<file path="src/rtl/pipeline_pkg.sv">
// Shared pipeline types: writeback package, MDU result record and writeback-arbiter sizing.
package pipeline_pkg;

    typedef struct packed {
        logic        wren;
        logic [4:0]  rd_addr;
        logic [31:0] rd_data;
    } writeback_t;

    typedef struct packed {
        logic [4:0]  rd_addr;
        logic [31:0] rd_data;
    } mdu_result_t;

    localparam int unsigned WB_FIFO_DEPTH = 2;
    localparam int unsigned WB_MAX_WAIT   = 4;

    function automatic logic [31:0] reg_onehot(input logic [4:0] i_addr);
        return 32'(1) << i_addr;
    endfunction

endpackage

</file>
<file path="src/rtl/wb_fifo.sv">
// Small synchronous FIFO of MDU results; exposes per-slot destinations for the pending mask.
module wb_fifo
    import pipeline_pkg::*;
#(
    parameter  int unsigned DEPTH = WB_FIFO_DEPTH,
    localparam int unsigned AW    = $clog2(DEPTH),
    localparam int unsigned CW    = AW + 1
) (
    input  logic              i_clk,
    input  logic              i_rst,
    input  logic              i_push,
    input  mdu_result_t       i_push_data,
    input  logic              i_pop,
    output mdu_result_t       o_head,
    output logic              o_full,
    output logic              o_empty,
    output logic [CW-1:0]     o_count,
    output logic [DEPTH*5-1:0] o_entry_addr,
    output logic [DEPTH-1:0]  o_entry_valid
);

    mdu_result_t          r_mem [DEPTH];
    logic [DEPTH-1:0]     r_valid;
    logic [AW-1:0]        r_wptr;
    logic [AW-1:0]        r_rptr;
    logic [CW-1:0]        r_count;

    // Push-while-full is excluded, so push and pop never target the same slot.
    always_ff @(posedge i_clk or posedge i_rst) begin
        if (i_rst) begin
            r_wptr  <= '0;
            r_rptr  <= '0;
            r_count <= '0;
            r_valid <= '0;
            for (int i = 0; i < DEPTH; i++) begin
                r_mem[i] <= '0;
            end
        end else begin
            if (i_push) begin
                r_mem[r_wptr]   <= i_push_data;
                r_valid[r_wptr] <= 1'b1;
                r_wptr          <= r_wptr + 1'b1;
            end
            if (i_pop) begin
                r_valid[r_rptr] <= 1'b0;
                r_rptr          <= r_rptr + 1'b1;
            end
            case ({i_push, i_pop})
                2'b10:   r_count <= r_count + 1'b1;
                2'b01:   r_count <= r_count - 1'b1;
                default: r_count <= r_count;
            endcase
        end
    end

    always_comb begin
        o_entry_addr = '0;
        for (int i = 0; i < DEPTH; i++) begin
            o_entry_addr[i*5 +: 5] = r_mem[i].rd_addr;
        end
    end

    assign o_head        = r_mem[r_rptr];
    assign o_full        = (r_count == CW'(DEPTH));
    assign o_empty       = (r_count == '0);
    assign o_count       = r_count;
    assign o_entry_valid = r_valid;

    a_no_push_full: assert property (@(posedge i_clk) disable iff (i_rst) !(i_push && o_full));
    a_no_pop_empty: assert property (@(posedge i_clk) disable iff (i_rst) !(i_pop && o_empty));

endmodule

</file>
<file path="src/rtl/wb_arbiter.sv">
// Merges main-pipe writeback and buffered MDU results onto the single regfile write port.
module wb_arbiter
    import pipeline_pkg::*;
#(
    parameter int unsigned DEPTH    = WB_FIFO_DEPTH,
    parameter int unsigned MAX_WAIT = WB_MAX_WAIT
) (
    input  logic        i_clk,
    input  logic        i_rst,
    input  writeback_t  i_pipe_wb,
    input  logic        i_mdu_valid,
    input  logic [4:0]  i_mdu_rd_addr,
    input  logic [31:0] i_mdu_rd_data,
    output logic        o_mdu_ready,
    output logic        o_pipe_stall,
    output logic [31:0] o_pending_mask,
    output writeback_t  o_wb_pkg
);

    localparam int unsigned CW   = $clog2(DEPTH) + 1;
    localparam int unsigned AGEW = $clog2(MAX_WAIT + 1);

    mdu_result_t          w_head;
    mdu_result_t          w_push_data;
    logic                 w_full;
    logic                 w_empty;
    logic [CW-1:0]        w_count;
    logic [DEPTH*5-1:0]   w_entry_addr;
    logic [DEPTH-1:0]     w_entry_valid;
    logic                 w_push;
    logic                 w_pop;
    logic                 w_pipe_wren;
    logic                 w_drain;
    logic [31:0]          w_mask;
    writeback_t           w_sel;

    logic [AGEW-1:0]      r_age;
    writeback_t           r_wb_pkg;

    // x0 destinations are architectural no-ops: MDU ones are acked but dropped.
    assign w_pipe_wren = i_pipe_wb.wren && (i_pipe_wb.rd_addr != 5'd0);
    assign w_push      = i_mdu_valid && !w_full && (i_mdu_rd_addr != 5'd0);
    assign w_push_data = '{rd_addr: i_mdu_rd_addr, rd_data: i_mdu_rd_data};
    assign w_drain     = (w_count != '0) && (r_age == AGEW'(MAX_WAIT));

    wb_fifo #(
        .DEPTH (DEPTH)
    ) u_fifo (
        .i_clk         (i_clk),
        .i_rst         (i_rst),
        .i_push        (w_push),
        .i_push_data   (w_push_data),
        .i_pop         (w_pop),
        .o_head        (w_head),
        .o_full        (w_full),
        .o_empty       (w_empty),
        .o_count       (w_count),
        .o_entry_addr  (w_entry_addr),
        .o_entry_valid (w_entry_valid)
    );

    always_comb begin
        w_sel = '0;
        w_pop = 1'b0;
        if (w_drain) begin
            w_pop = 1'b1;
            w_sel = '{wren: 1'b1, rd_addr: w_head.rd_addr, rd_data: w_head.rd_data};
        end else if (w_pipe_wren) begin
            w_sel = i_pipe_wb;
        end else if (w_count != '0) begin
            w_pop = 1'b1;
            w_sel = '{wren: 1'b1, rd_addr: w_head.rd_addr, rd_data: w_head.rd_data};
        end
    end

    always_comb begin
        w_mask = '0;
        for (int i = 0; i < DEPTH; i++) begin
            if (w_entry_valid[i]) begin
                w_mask = w_mask | reg_onehot(w_entry_addr[i*5 +: 5]);
            end
        end
    end

    always_ff @(posedge i_clk or posedge i_rst) begin
        if (i_rst) begin
            r_age    <= '0;
            r_wb_pkg <= '0;
        end else begin
            r_wb_pkg <= w_sel;
            if (w_pop || w_empty) begin
                r_age <= '0;
            end else if (r_age != AGEW'(MAX_WAIT)) begin
                r_age <= r_age + 1'b1;
            end
        end
    end

    assign o_mdu_ready    = !w_full;
    assign o_pipe_stall   = w_drain;
    assign o_pending_mask = w_mask;
    assign o_wb_pkg       = r_wb_pkg;

    a_wb_no_x0: assert property (@(posedge i_clk) disable iff (i_rst)
        o_wb_pkg.wren |-> (o_wb_pkg.rd_addr != 5'd0));
    a_no_waw: assert property (@(posedge i_clk) disable iff (i_rst)
        !(w_pipe_wren && w_mask[i_pipe_wb.rd_addr]));

endmodule

</file>
<file path="config.mk">
export PLATFORM = sky130hd
export DESIGN_NAME = wb_arbiter
export DESIGN_NICKNAME = d
export VERILOG_FILES = /design/src/rtl/pipeline_pkg.sv /design/src/rtl/wb_fifo.sv /design/src/rtl/wb_arbiter.sv
export SDC_FILE = /design/constraint.sdc
export NUM_CORES = 1
export LEC_CHECK = 0
export ABC_AREA = 1
export BUFFER_PORTS_ARGS = -buffer_cell sky130_fd_sc_hd__buf_2
export CORE_MARGIN = 2
export CORE_UTILIZATION = 53
export CTS_CLUSTER_DIAMETER = 40
export DETAILED_ROUTE_END_ITERATION = 8
export HOLD_SLACK_MARGIN = 0.12
export PLACE_DENSITY = 0.8
export SYNTH_ARGS = -nofsm -noshare
export SYNTH_HDL_FRONTEND = slang
export SYNTH_SLANG_ARGS = --single-unit
</file>
<file path="constraint.sdc">
create_clock -name i_clk -period 3.8 [get_ports i_clk]
set_clock_uncertainty 0.05 [all_clocks]
set_input_delay 0 -clock i_clk [delete_from_list [all_inputs] [get_ports i_clk]]
set_output_delay 0 -clock i_clk [all_outputs]
set_load 0.02 [all_outputs]
</file>
==> key figures, run 1 <==
Timing
  – Fmax: approximately 0.44 GHz
  – Final Hold Viols: 0
  – Rel. slew slack: 0.2359
  – Final hold slack: 0.1246 ns
  – Unrepaired setup endpoints after global routing: false
  – Total negative slack: 0 ns
  – Fin crit share: 0.5952
  – Worst slew pin tran: 1.139 ns
  – Finish-stage setup viols: 0
  – Crit path time final: roughly 2.3 ns
  – Final Max Tran Viols: 0

GRT
  – Vias in the first global route: about 5,200
  – Initial antenna violation count: 0
  – Largest net degree at the start of global routing: 77
  – Total gr overflow: 0
  – First-pass GRT wire length: 24,270 microns
  – Total routing usage reported by global routing: 0.2609

Critical path
  – Slowest stage delay, CP: approximately 0.67 ns
  – CP Launch Type: flop
  – Crit end category: flop
  – Data arrival, critical path: between 2 and 3 ns
  – CP Max Fanout: 41
  – Crit path kind: reg -> reg
  – CP Cell Sequence: inv_2 > a21boi_4 > nand3_2 > buf_4 > nand2_1 > o21ai_0
  – Reg2Reg Depth: 6
  – Required @ worst endpoint: between 4 and 5 ns
  – Slowest-stage cell, CP: nand3_2

Synth
  – Syn. warnings: 0
  – Synth Net Count: about 830
  – Cell area after synthesis: around 0.0059 sq mm
  – #FFs+latches synth: roughly 120
  – Post-synthesis simple-gate area fraction: 0.2233
  – Synth cell types: 25
  – Largest cells by area after synthesis: dfrtp_1 51%, nand2_1 15%, o21ai_0 6.8%, inv_1 6.0%, o21ai_1 4.2%
  – Cell with the most instances after synthesis: nand2_1
  – Multiplexer area fraction after synthesis: 0
  – Top-area cell type share of the netlist area: 0.5126
  – Largest family of logic cells by synthesized area: simple AND/OR/NAND/NOR gates
  – Post-synthesis compound-gate area fraction: 0.1430
  – Ys async rst share: 1.000
  – XOR/XNOR share of the synthesized area: 0.004448
  – Area leader, netlist: dfrtp_1
  – Avg Cell Area, Syn: approximately 7.9 sq um
  – Post-Synth Adder-Cell Area: 0.006355
  – Synth top cells by count: 240 x nand2_1, 121 x dfrtp_1, 95 x inv_1
  – Mapped Cells: approximately 740
  – Seq/Total Area, Yosys: 0.5126
  – Post-synth EDFFs: 0
  – Primary FF master, synth: dfrtp_1

Finish
  – Final Util: 0.7343
  – Reg area: slightly above 0.003 sq mm
  – FILL cells: 791
  – Final Cell Area: between 0.007 and 0.008 sq mm
  – Share of layout cells above drive strength 1: 0.2234
  – Nets@finish: ~1,000
  – Footprint of the multi-input gates: 0.002227 sq mm
  – Area Growth Syn to Fin: 34.76%
  – Antenna Cells: 0

Flow run
  – Max cap viols: 0

Clocking
  – Clock-pin slew on the worst setup and hold paths: ~0.06 ns
  – H-Tree Depth: 4
  – Post-CTS sizing: 0
  – Postcts setup bufs: 0
  – Root Buffer: clkbuf_8
  – CTS Buffer Depth: 2
  – TritonCTS clock tree: done
  – Sink Count: 121
  – CTS Buf Count: 17
  – Clk Latency, worst-skew pair: roughly 0.52 ns

Floorplan
  – Num ports: 150
  – Initial Utilization: 0.5449
  – Core ar.: about 0.011 sq mm
  – DIE WIDTH: 109.6 microns
  – Chip Height: approximately 110 microns
  – Die area: between 0.01 and 0.015 sq mm
  – Site Rows: 38

Status
  – Status: finished, final reports clean

Routing
  – 1st-iter DRT viols: approximately 450
  – WL final: approximately 15,000 microns
  – Vias: between 5,000 and 6,000
  – Drt drc: 0
  – Met2 wire length: 7427 microns
  – M1 WL: roughly 6300 microns
  – Wire length on met3: roughly 960 microns
  – Top Metal Used: met4
  – First-pass iteration count of the detailed router: 7
  – WL/cell: 13.58 microns
  – Antenna-violating nets left: 0
  – Average via count per standard cell: approximately 5.1

Power
  – Clk network pwr share: 0.256
  – Sw frac: 0.4108
  – Internal cell power: about 3.6 mW
  – Largest vdd supply drop: 503.6 uV
  – Seq pwr share: 0.365
  – Leak Pwr: around 4.2 nW
  – Pwr/cell area: 761.4 mW/mm^2
  – Psw: between 2 and 2.5 mW
  – Comb pwr share: 0.380

Placement
  – Placed inst area: roughly 0.0066 sq mm
  – I/O Buffers: 149
  – Gp weighted congestion: 0.8604
  – DP HPWL: 8844 microns

Min path
  – Hold Crit Class: in -> async
## flip-flops by register name, indices dropped and copies added (netlist names)
| signal | count |
|---|---|
| u_fifo.o_count | 2 |
| u_fifo.o_entry_valid | 2 |
| u_fifo.r_wptr | 1 |
| u_fifo.r_mem | 64 |
| r_age | 3 |
| o_wb_pkg | 38 |
| u_fifo.r_rptr | 1 |
| u_fifo.o_entry_addr | 10 |
## cells by family (layout without fill, tap and decap cells)
| kind of cell | after synthesis | in the layout |
|---|---|---|
| flip-flops | 121 | 121 |
| AO/OA/AOI/OAI | 151 | 151 |
| XOR/XNOR | 3 | 3 |
| AND/OR/NAND/NOR | 324 | 324 |
| buffers and inverters | 142 | 365 |
| adder cells (fa/ha/maj) | 3 | 3 |
## what timing repair did
item                       CTS  global route
hold buffers                78             0
setup endpoints to repair    0             0
hold endpoints to repair   176             0
## cell type report
cell class              instances  area share
inverters                      99     0.04700
multi-input cells             481      0.2798
well taps                     140     0.02201
flip-flops and latches        121      0.3804
clock buffers                  18     0.05376
clock inverters                14     0.01870
repair buffers                234      0.1984
## worst paths after layout
path	start	endpoint	slack, ns
max reg2reg	u_fifo.o_count[0]	u_fifo.r_mem[67]	1.54
max in group asynchronous	i_rst	u_fifo.r_mem[27]	2.64
min reg2reg	u_fifo.r_mem[44]	u_fifo.r_mem[44]	0.43
min in group i_clk	i_pipe_wb[20]	o_wb_pkg[20]	0.22
max	u_fifo.o_count[0]	u_fifo.r_mem[67]	1.54
min	i_rst	u_fifo.r_mem[19]	0.12
## power groups by stage
stage / Sequential (mW) / Clock (mW) / Combinational, mW
finish: 2.21 / 1.55 / 2.30
detailed placement: 2.21 / 0 / 2.20
global route: 2.28 / 1.63 / 2.60
CTS: 2.20 / 1.56 / 2.29
floorplan: 2.28 / 0 / 1.60
global placement: 2.19 / 0 / 2.15
## layout by cell type (no fill, tap or decap), types with 2 or more instances in the layout
master and n:
xnor2_1 2, clkinv_4 3, inv_2 2, nor4_1 4, clkbuf_8 2, dlygate4sd3_1 78
inv_6 2, o21ai_0 80, clkinv_2 3, o21ai_2 20, nand3_1 47, ha_1 3
clkinvlp_4 4, clkinv_1 2, dfrtp_1 121, clkbuf_16 16, bufinv_16 2, o21ai_1 49
buf_4 7, buf_2 149, inv_1 94, nor2_1 20, nand2_1 240, nand3_2 3
nor3_1 8
## routing by layer
layer  track usage  vias up
li1              -     2760
met1        0.3345     2588
met2        0.4334      217
met3       0.05987       34
met4       0.09584        0
met5             0        -
## worst max-delay path: cells and delay by family (launching register included)
family | cells | cell delay, ns
AND/OR/NAND/NOR | 2 | 0.77
buffers and inverters | 2 | 0.63
flip-flops | 1 | 0.41
AO/OA/AOI/OAI | 2 | 0.25
## stage by stage
step | total power, mW | instances | setup slack [ns]
CTS | 6.046 | 1107 | 1.543
detailed placement | 4.411 | 997 | 1.570
floorplan | 3.879 | 744 | 0.5358
global placement | 4.345 | 997 | 1.619
finish | 6.061 | 1107 | 1.538
global route | 6.505 | 1107 | 1.321
(Power assumes the default switching activity.)
==> run 2, diff against run 1 <==
==> constraint.sdc (replaced) <==
create_clock -name i_clk -period 2.3 [get_ports i_clk]
set_clock_uncertainty 0.05 [all_clocks]
set_input_delay 0 -clock i_clk [delete_from_list [all_inputs] [get_ports i_clk]]
set_output_delay 0 -clock i_clk [all_outputs]
set_load 0.02 [all_outputs]
==> run 2 against run 1 <==
Final cell count up 0.72%; largest cell class unchanged; sequential share of layout area shrank 0.62 points; register-to-register slack got worse by 1.2 ns; global-route usage up 2.1 points; highest routed layer unchanged.
==> key figures, run 2 (synthesis results as in run 1) <==
Timing
  – Fmax: between 0.4 and 0.5 GHz
  – Fin crit share: 0.9178
  – Final Max Tran Viols: 0 (unchanged)
  – Total negative slack: 0 ns (unchanged)
  – Rel. slew slack: 0.4133 (+0.1773)
  – Crit path time final: 2.111 ns
  – Unrepaired setup endpoints after global routing: false
  – Final Hold Viols: 0 (unchanged)
  – Worst slew pin tran: 0.8783 ns (-0.2608 ns)
  – Finish-stage setup viols: 0 (unchanged)

Clocking
  – Post-CTS sizing: 0 (unchanged)
  – Clk Latency, worst-skew pair: 0.51 ns (about the same)
  – H-Tree Depth: 4 (unchanged)
  – Root Buffer: clkbuf_8
  – Clock-pin slew on the worst setup and hold paths: 0.06 ns (about the same)
  – CTS Buf Count: 17 (unchanged)
  – CTS Buffer Depth: 2 (unchanged)
  – TritonCTS clock tree: done
  – Sink Count: 121 (unchanged)

Critical path
  – Data arrival, critical path: 2.06 ns (-0.53 ns)
  – Crit end category: output port
  – Crit path kind: reg -> out
  – FF-to-FF Start: r_age[0]
  – Reg2Reg Depth: 10 (+4)
  – Flop-to-flop setup slack: 0.34 ns (-1.20 ns)
  – CP Max Fanout: 18 (-56%)
  – CP Launch Type: flop
  – R2R Path End: u_fifo.o_entry_valid[0]
  – Required @ worst endpoint: 2.25 ns (-1.88 ns)

GRT
  – Total gr overflow: 0 (unchanged)
  – Largest net degree at the start of global routing: 77 (unchanged)
  – First-pass GRT wire length: 26,080 microns (+7.4%)
  – Total routing usage reported by global routing: 0.2814 (+0.02057)
  – Initial antenna violation count: 1 (+1)
  – Vias in the first global route: 5,610 (+7.4%)

Floorplan
  – Num ports: 150 (unchanged)
  – Chip Height: 109.6 microns (unchanged)
  – DIE WIDTH: 109.6 microns (unchanged)
  – Site Rows: 38 (unchanged)
  – Initial Utilization: 0.5449 (unchanged)
  – Core ar.: 0.01084 sq mm (unchanged)
  – Die area: 0.01201 sq mm (unchanged)

Finish
  – Max reg flops: 64 (unchanged)
  – Share of layout cells above drive strength 1: 0.2259 (+0.002501)
  – Reg area: 0.003028 sq mm (unchanged)
  – Commonest non-fill, non-tap cells in the layout: 240 x nand2_1, 149 x buf_2, 121 x dfrtp_1
  – Layout Cells excl Fill: 1,115 (+0.72%)
  – Final Util: 0.7464 (+0.01212)
  – Nets@finish: 1,042 (+0.68%)
  – Biggest register: u_fifo.r_mem
  – Footprint of the multi-input gates: 0.002227 sq mm (unchanged)
  – Area Growth Syn to Fin: 36.98%
  – Most common cell after layout, fill and taps aside: nand2_1
  – FILL cells: 749 (-5.3%)

Status
  – Status: finished, final reports clean

Flow run
  – Max cap viols: 0 (unchanged)

Placement
  – Gp weighted congestion: 0.8277 (-3.8%)
  – I/O Buffers: 149 (unchanged)
  – # placed instances: 1,003 (+0.60%)
  – DP HPWL: 8934 microns (+1.0%)

Power
  – Leak Pwr: 4.317 nW (+1.6%)
  – Pwr/cell area: 1280 mW/mm^2 (+68%)
  – Largest vdd supply drop: 736.2 uV (+46%)

Routing
  – Antenna-violating nets left: 0 (unchanged)
  – 1st-iter DRT viols: 514 (+16%)
  – WL/cell: 14.37 microns (+5.8%)
  – Vias: 5,725 (+2.3%)
  – Drt drc: 0 (unchanged)
  – WL final: 16,020 microns (+6.6%)
  – First-pass iteration count of the detailed router: 5 (-2)
  – Average via count per standard cell: 5.135 (+1.5%)

Min path
  – Hold Crit Class: in -> async
[run 2: changes by cell type in the layout (fill, tap and decap cells not counted), sizes merged]
cell | before | now
buf | 156 | 162
bufinv | 2 | 4
clkbuf | 18 | 19
clkinv | 8 | 9
clkinvlp | 4 | 3
diode | 0 | 1
dlygate4sd3 | 78 | 79
inv | 99 | 96
[run 2: power breakdown]
| part | internal, mW | leakage [nW] | switching, mW |
|---|---|---|---|
| clock network | 1.75 | 0.291 | 0.945 |
| logic | 1.37 | 2.52 | 2.66 |
| registers | 3.05 | 1.51 | 0.583 |
[run 2: what timing repair did]
item,in CTS,in global routing
setup buffers,0,0
endpoints found under the hold margin,156,0
hold buffers,79,0
[run 2: final cells by class]
cell class              instances  share of cell area
inverters                      99             0.04639
diodes                          1           0.0003093
flip-flops and latches        121              0.3742
clock inverters                13             0.02196
multi-input cells             481              0.2752
repair buffers                241              0.2081
well taps                     140             0.02165
clock buffers                  19             0.05211
[run 2: metal layers]
metal / share of wire / vias up / track usage
met5: 0 / - / 0
met4: 0.022 / 0 / 0.1040
met3: 0.070 / 33 / 0.05631
met2: 0.50 / 252 / 0.4837
met1: 0.41 / 2661 / 0.3518
li1: - / 2779 / -
[run 2: how the worst max path moves through the flow]
stage / cells past startpoint / from / end / slack, ns
finish: 3 / u_fifo.o_entry_addr[9] / o_pending_mask[24] / 0.19
global route: 3 / u_fifo.o_entry_addr[9] / o_pending_mask[24] / 0.09
floorplan: 13 / r_age[0] / u_fifo.o_count[1] / 0.36
CTS: 3 / u_fifo.o_entry_addr[9] / o_pending_mask[26] / 0.26
global placement: 9 / u_fifo.o_count[0] / u_fifo.o_count[1] / 0.49
detailed placement: 12 / r_age[0] / u_fifo.o_count[1] / 0.39
[run 2: per-stage QoR]
step,cell area [sq um],hold WS [ns],setup slack (ns),power (mW)
floorplan,5911,0.06987,0.3615,6.409
finish,8092,0.1690,0.1890,10.35
global route,8092,0.2234,0.08937,11.06
global placement,6699,0.1654,0.4876,7.310
detailed placement,6699,0.1715,0.3930,7.411
CTS,8089,0.1851,0.2580,10.27
[run 2: critical path, cell delays in order (launching register included)]
cell     delay (ns)
dfrtp_1        0.64
inv_1          0.36
o21ai_0        0.32
buf_2          0.22
==> run 3, diff against run 2 <==
--- a/config.mk
+++ b/config.mk
@@ -9,6 +9,7 @@
 export BUFFER_PORTS_ARGS = -buffer_cell sky130_fd_sc_hd__buf_2
 export CORE_MARGIN = 2
 export CORE_UTILIZATION = 53
+export CTS_BUF_LIST = sky130_fd_sc_hd__clkbuf_16
 export CTS_CLUSTER_DIAMETER = 40
 export DETAILED_ROUTE_END_ITERATION = 8
 export HOLD_SLACK_MARGIN = 0.12
==> constraint.sdc (replaced) <==
create_clock -name i_clk -period 2.3 [get_ports i_clk]
set_clock_uncertainty 0.05 [all_clocks]
set_input_delay 0.46 -clock i_clk [delete_from_list [all_inputs] [get_ports i_clk]]
set_output_delay 0.46 -clock i_clk [all_outputs]
set_load 0.02 [all_outputs]
==> run 3 against run 2 <==
Final cell count shrank 6.9%; combinational power down 3%; die area unchanged; power fell by 2.0%; sequential power barely moved; maximum frequency fell by 5.6%.
==> key figures, run 3 (synthesis results as in run 1) <==
Critical path
  – CP Launch Type: flop
  – Crit end category: output port
  – Data arrival, critical path: 1.73 ns (-0.33 ns)
  – CP Max Fanout: 7 (-11)
  – Crit path kind: reg -> out
  – Required @ worst endpoint: 1.79 ns (-0.46 ns)

Placement
  – Gp weighted congestion: 0.9256 (+12%)
  – I/O Buffers: 149 (unchanged)
  – DP HPWL: 9076 microns (+1.6%)
  – DP Worst Slack: 0.3535 ns (-0.03955 ns)

GRT
  – Vias in the first global route: 4,857 (-13%)
  – Initial antenna violation count: 1 (unchanged)
  – Total gr overflow: 0 (unchanged)
  – First-pass GRT wire length: 22,480 microns (-14%)
  – Largest net degree at the start of global routing: 93 (+21%)
  – Total routing usage reported by global routing: 0.2404 (-0.04105)

Routing
  – Average via count per standard cell: 5.116 (-0.37%)
  – Drt drc: 0 (unchanged)
  – Antenna-violating nets left: 0 (unchanged)
  – 1st-iter DRT viols: 497 (-3.3%)
  – WL final: 13,740 microns (-14%)
  – WL/cell: 13.23 microns (-7.9%)
  – Vias: 5,310 (-7.2%)
  – First-pass iteration count of the detailed router: 8 (+3)

Timing
  – Rel. slew slack: 0.5438 (+0.1305)
  – Fmax: 0.4470 GHz (-5.6%)
  – Finish-stage setup viols: 0 (unchanged)
  – Crit path time final: 2.237 ns (+0.1260 ns)
  – PnR worst setup slack: 0.06301 ns (-0.1260 ns)
  – Final Hold Viols: 0 (unchanged)
  – Final Max Tran Viols: 0 (unchanged)
  – Worst slew pin tran: 0.6843 ns (-0.1939 ns)
  – Fin crit share: 0.9726 (+0.05479)

Finish
  – Most common cell after layout, fill and taps aside: nand2_1
  – Max reg flops: 64 (unchanged)
  – Area Growth Syn to Fin: 24.57%
  – Nets@finish: 966 (-7.3%)
  – Reg area: 0.003035 sq mm (+0.25%)
  – Commonest non-fill, non-tap cells in the layout: 240 x nand2_1, 149 x buf_2, 115 x dfrtp_1
  – Footprint of the multi-input gates: 0.002260 sq mm (+1.5%)
  – Share of layout cells above drive strength 1: 0.2650 (+0.03916)
  – FILL cells: 910 (+21%)
  – Antenna Cells: 0 (-1)
  – Biggest register: u_fifo.r_mem

Clocking
  – Root Buffer: clkbuf_16
  – Clock-pin slew on the worst setup and hold paths: 0.06 ns (about the same)
  – Sink Count: 121 (unchanged)
  – H-Tree Depth: 4 (unchanged)
  – TritonCTS clock tree: done
  – CTS Buf Count: 17 (unchanged)
  – Clk Latency, worst-skew pair: 0.40 ns (-0.11 ns)
  – CTS Buffer Depth: 2 (unchanged)

Power
  – Pwr/cell area: 1379 mW/mm^2 (+7.8%)
  – Sw frac: 0.4089 (+0.004348)
  – Total power: 10.15 mW (-2.0%)
  – Internal cell power: 5.998 mW (-2.7%)
  – Largest vdd supply drop: 709.8 uV (-3.6%)
  – Leak Pwr: 3.975 nW (-7.9%)
  – Comb pwr share: 0.384 (-0.005)
  – Psw: 4.149 mW (-0.95%)
  – Seq pwr share: 0.358 (+0.007)
  – Clk network pwr share: 0.258 (-0.002)

Flow run
  – Max cap viols: 0 (unchanged)

Floorplan
  – Site Rows: 38 (unchanged)
  – Core ar.: 0.01084 sq mm (unchanged)
  – Num ports: 150 (unchanged)
  – Chip Height: 109.6 microns (unchanged)
  – Die area: 0.01201 sq mm (unchanged)
  – Initial Utilization: 0.5449 (unchanged)
  – DIE WIDTH: 109.6 microns (unchanged)

Min path
  – Hold Crit Class: in -> reg

Status
  – Status: finished, final reports clean
## run 3: critical path, cell delays in order (launching register included)
cell	delay (ns)
dfrtp_2	0.44
inv_1	0.13
nor3_2	0.22
nand2_1	0.10
o21ai_0	0.24
buf_2	0.22
## run 3: cell type report
class,instances,share of cell area
inverters,99,0.05152
well taps,140,0.02381
multi-input cells,481,0.3071
flip-flops and latches,121,0.4125
clock inverters,15,0.02245
repair buffers,165,0.1248
clock buffers,17,0.05781
## run 3: metrics by stage
| stage | hold slack (ns) | instances | util | instance area [sq um] | TNS [ns] |
|---|---|---|---|---|---|
| after floorplan | 0.3805 | 744 | - | 5911 | 0 |
| after global placement | 0.3954 | 1005 | 0.6193 | 6714 | 0 |
| after detailed placement | 0.4017 | 1005 | 0.6193 | 6714 | 0 |
| after CTS | 0.2273 | 1038 | 0.6747 | 7315 | 0 |
| after global routing | 0.2521 | 1038 | 0.6788 | 7358 | -0.01892 |
| final | 0.2395 | 1038 | 0.6788 | 7358 | 0 |
## run 3: path summary, 6_finish.rpt
kind	startpoint	to	slack, ns	cells past startpoint
min	i_pipe_wb[4]	o_wb_pkg[4]	0.24	3
max in group asynchronous	i_rst	u_fifo.o_entry_addr[9]	0.88	4
max reg2reg	r_age[0]	u_fifo.o_entry_valid[0]	0.41	10
min reg2reg	r_age[0]	r_age[0]	0.42	1
max	u_fifo.o_entry_addr[7]	o_pending_mask[14]	0.06	5
min in group asynchronous	i_rst	o_wb_pkg[25]	0.53	3
## run 3: metal layers
layer | up-vias | GRT usage | wire (microns)
li1 | 2631 | - | -
met1 | 2447 | 0.3126 | 5967
met2 | 203 | 0.4012 | 6668
met3 | 29 | 0.05157 | 874
met4 | 0 | 0.07957 | 224
met5 | - | 0 | 0
## run 3: repair_timing
action / in CTS / in global routing
buffers inserted: 0 / 0
setup endpoints to repair: 0 / 28
resized for setup: 0 / 14
hold buffers: 1 / 0
hold endpoints to repair: 13 / 0
## run 3: power groups by stage
stage | Clock [mW] | Sequential (mW) | Combinational, mW
after floorplan | 0 | 3.76 | 2.65
after global placement | 0 | 3.58 | 3.75
after detailed placement | 0 | 3.61 | 3.83
after CTS | 2.66 | 3.59 | 3.87
after global routing | 2.77 | 3.75 | 4.40
final | 2.62 | 3.63 | 3.90
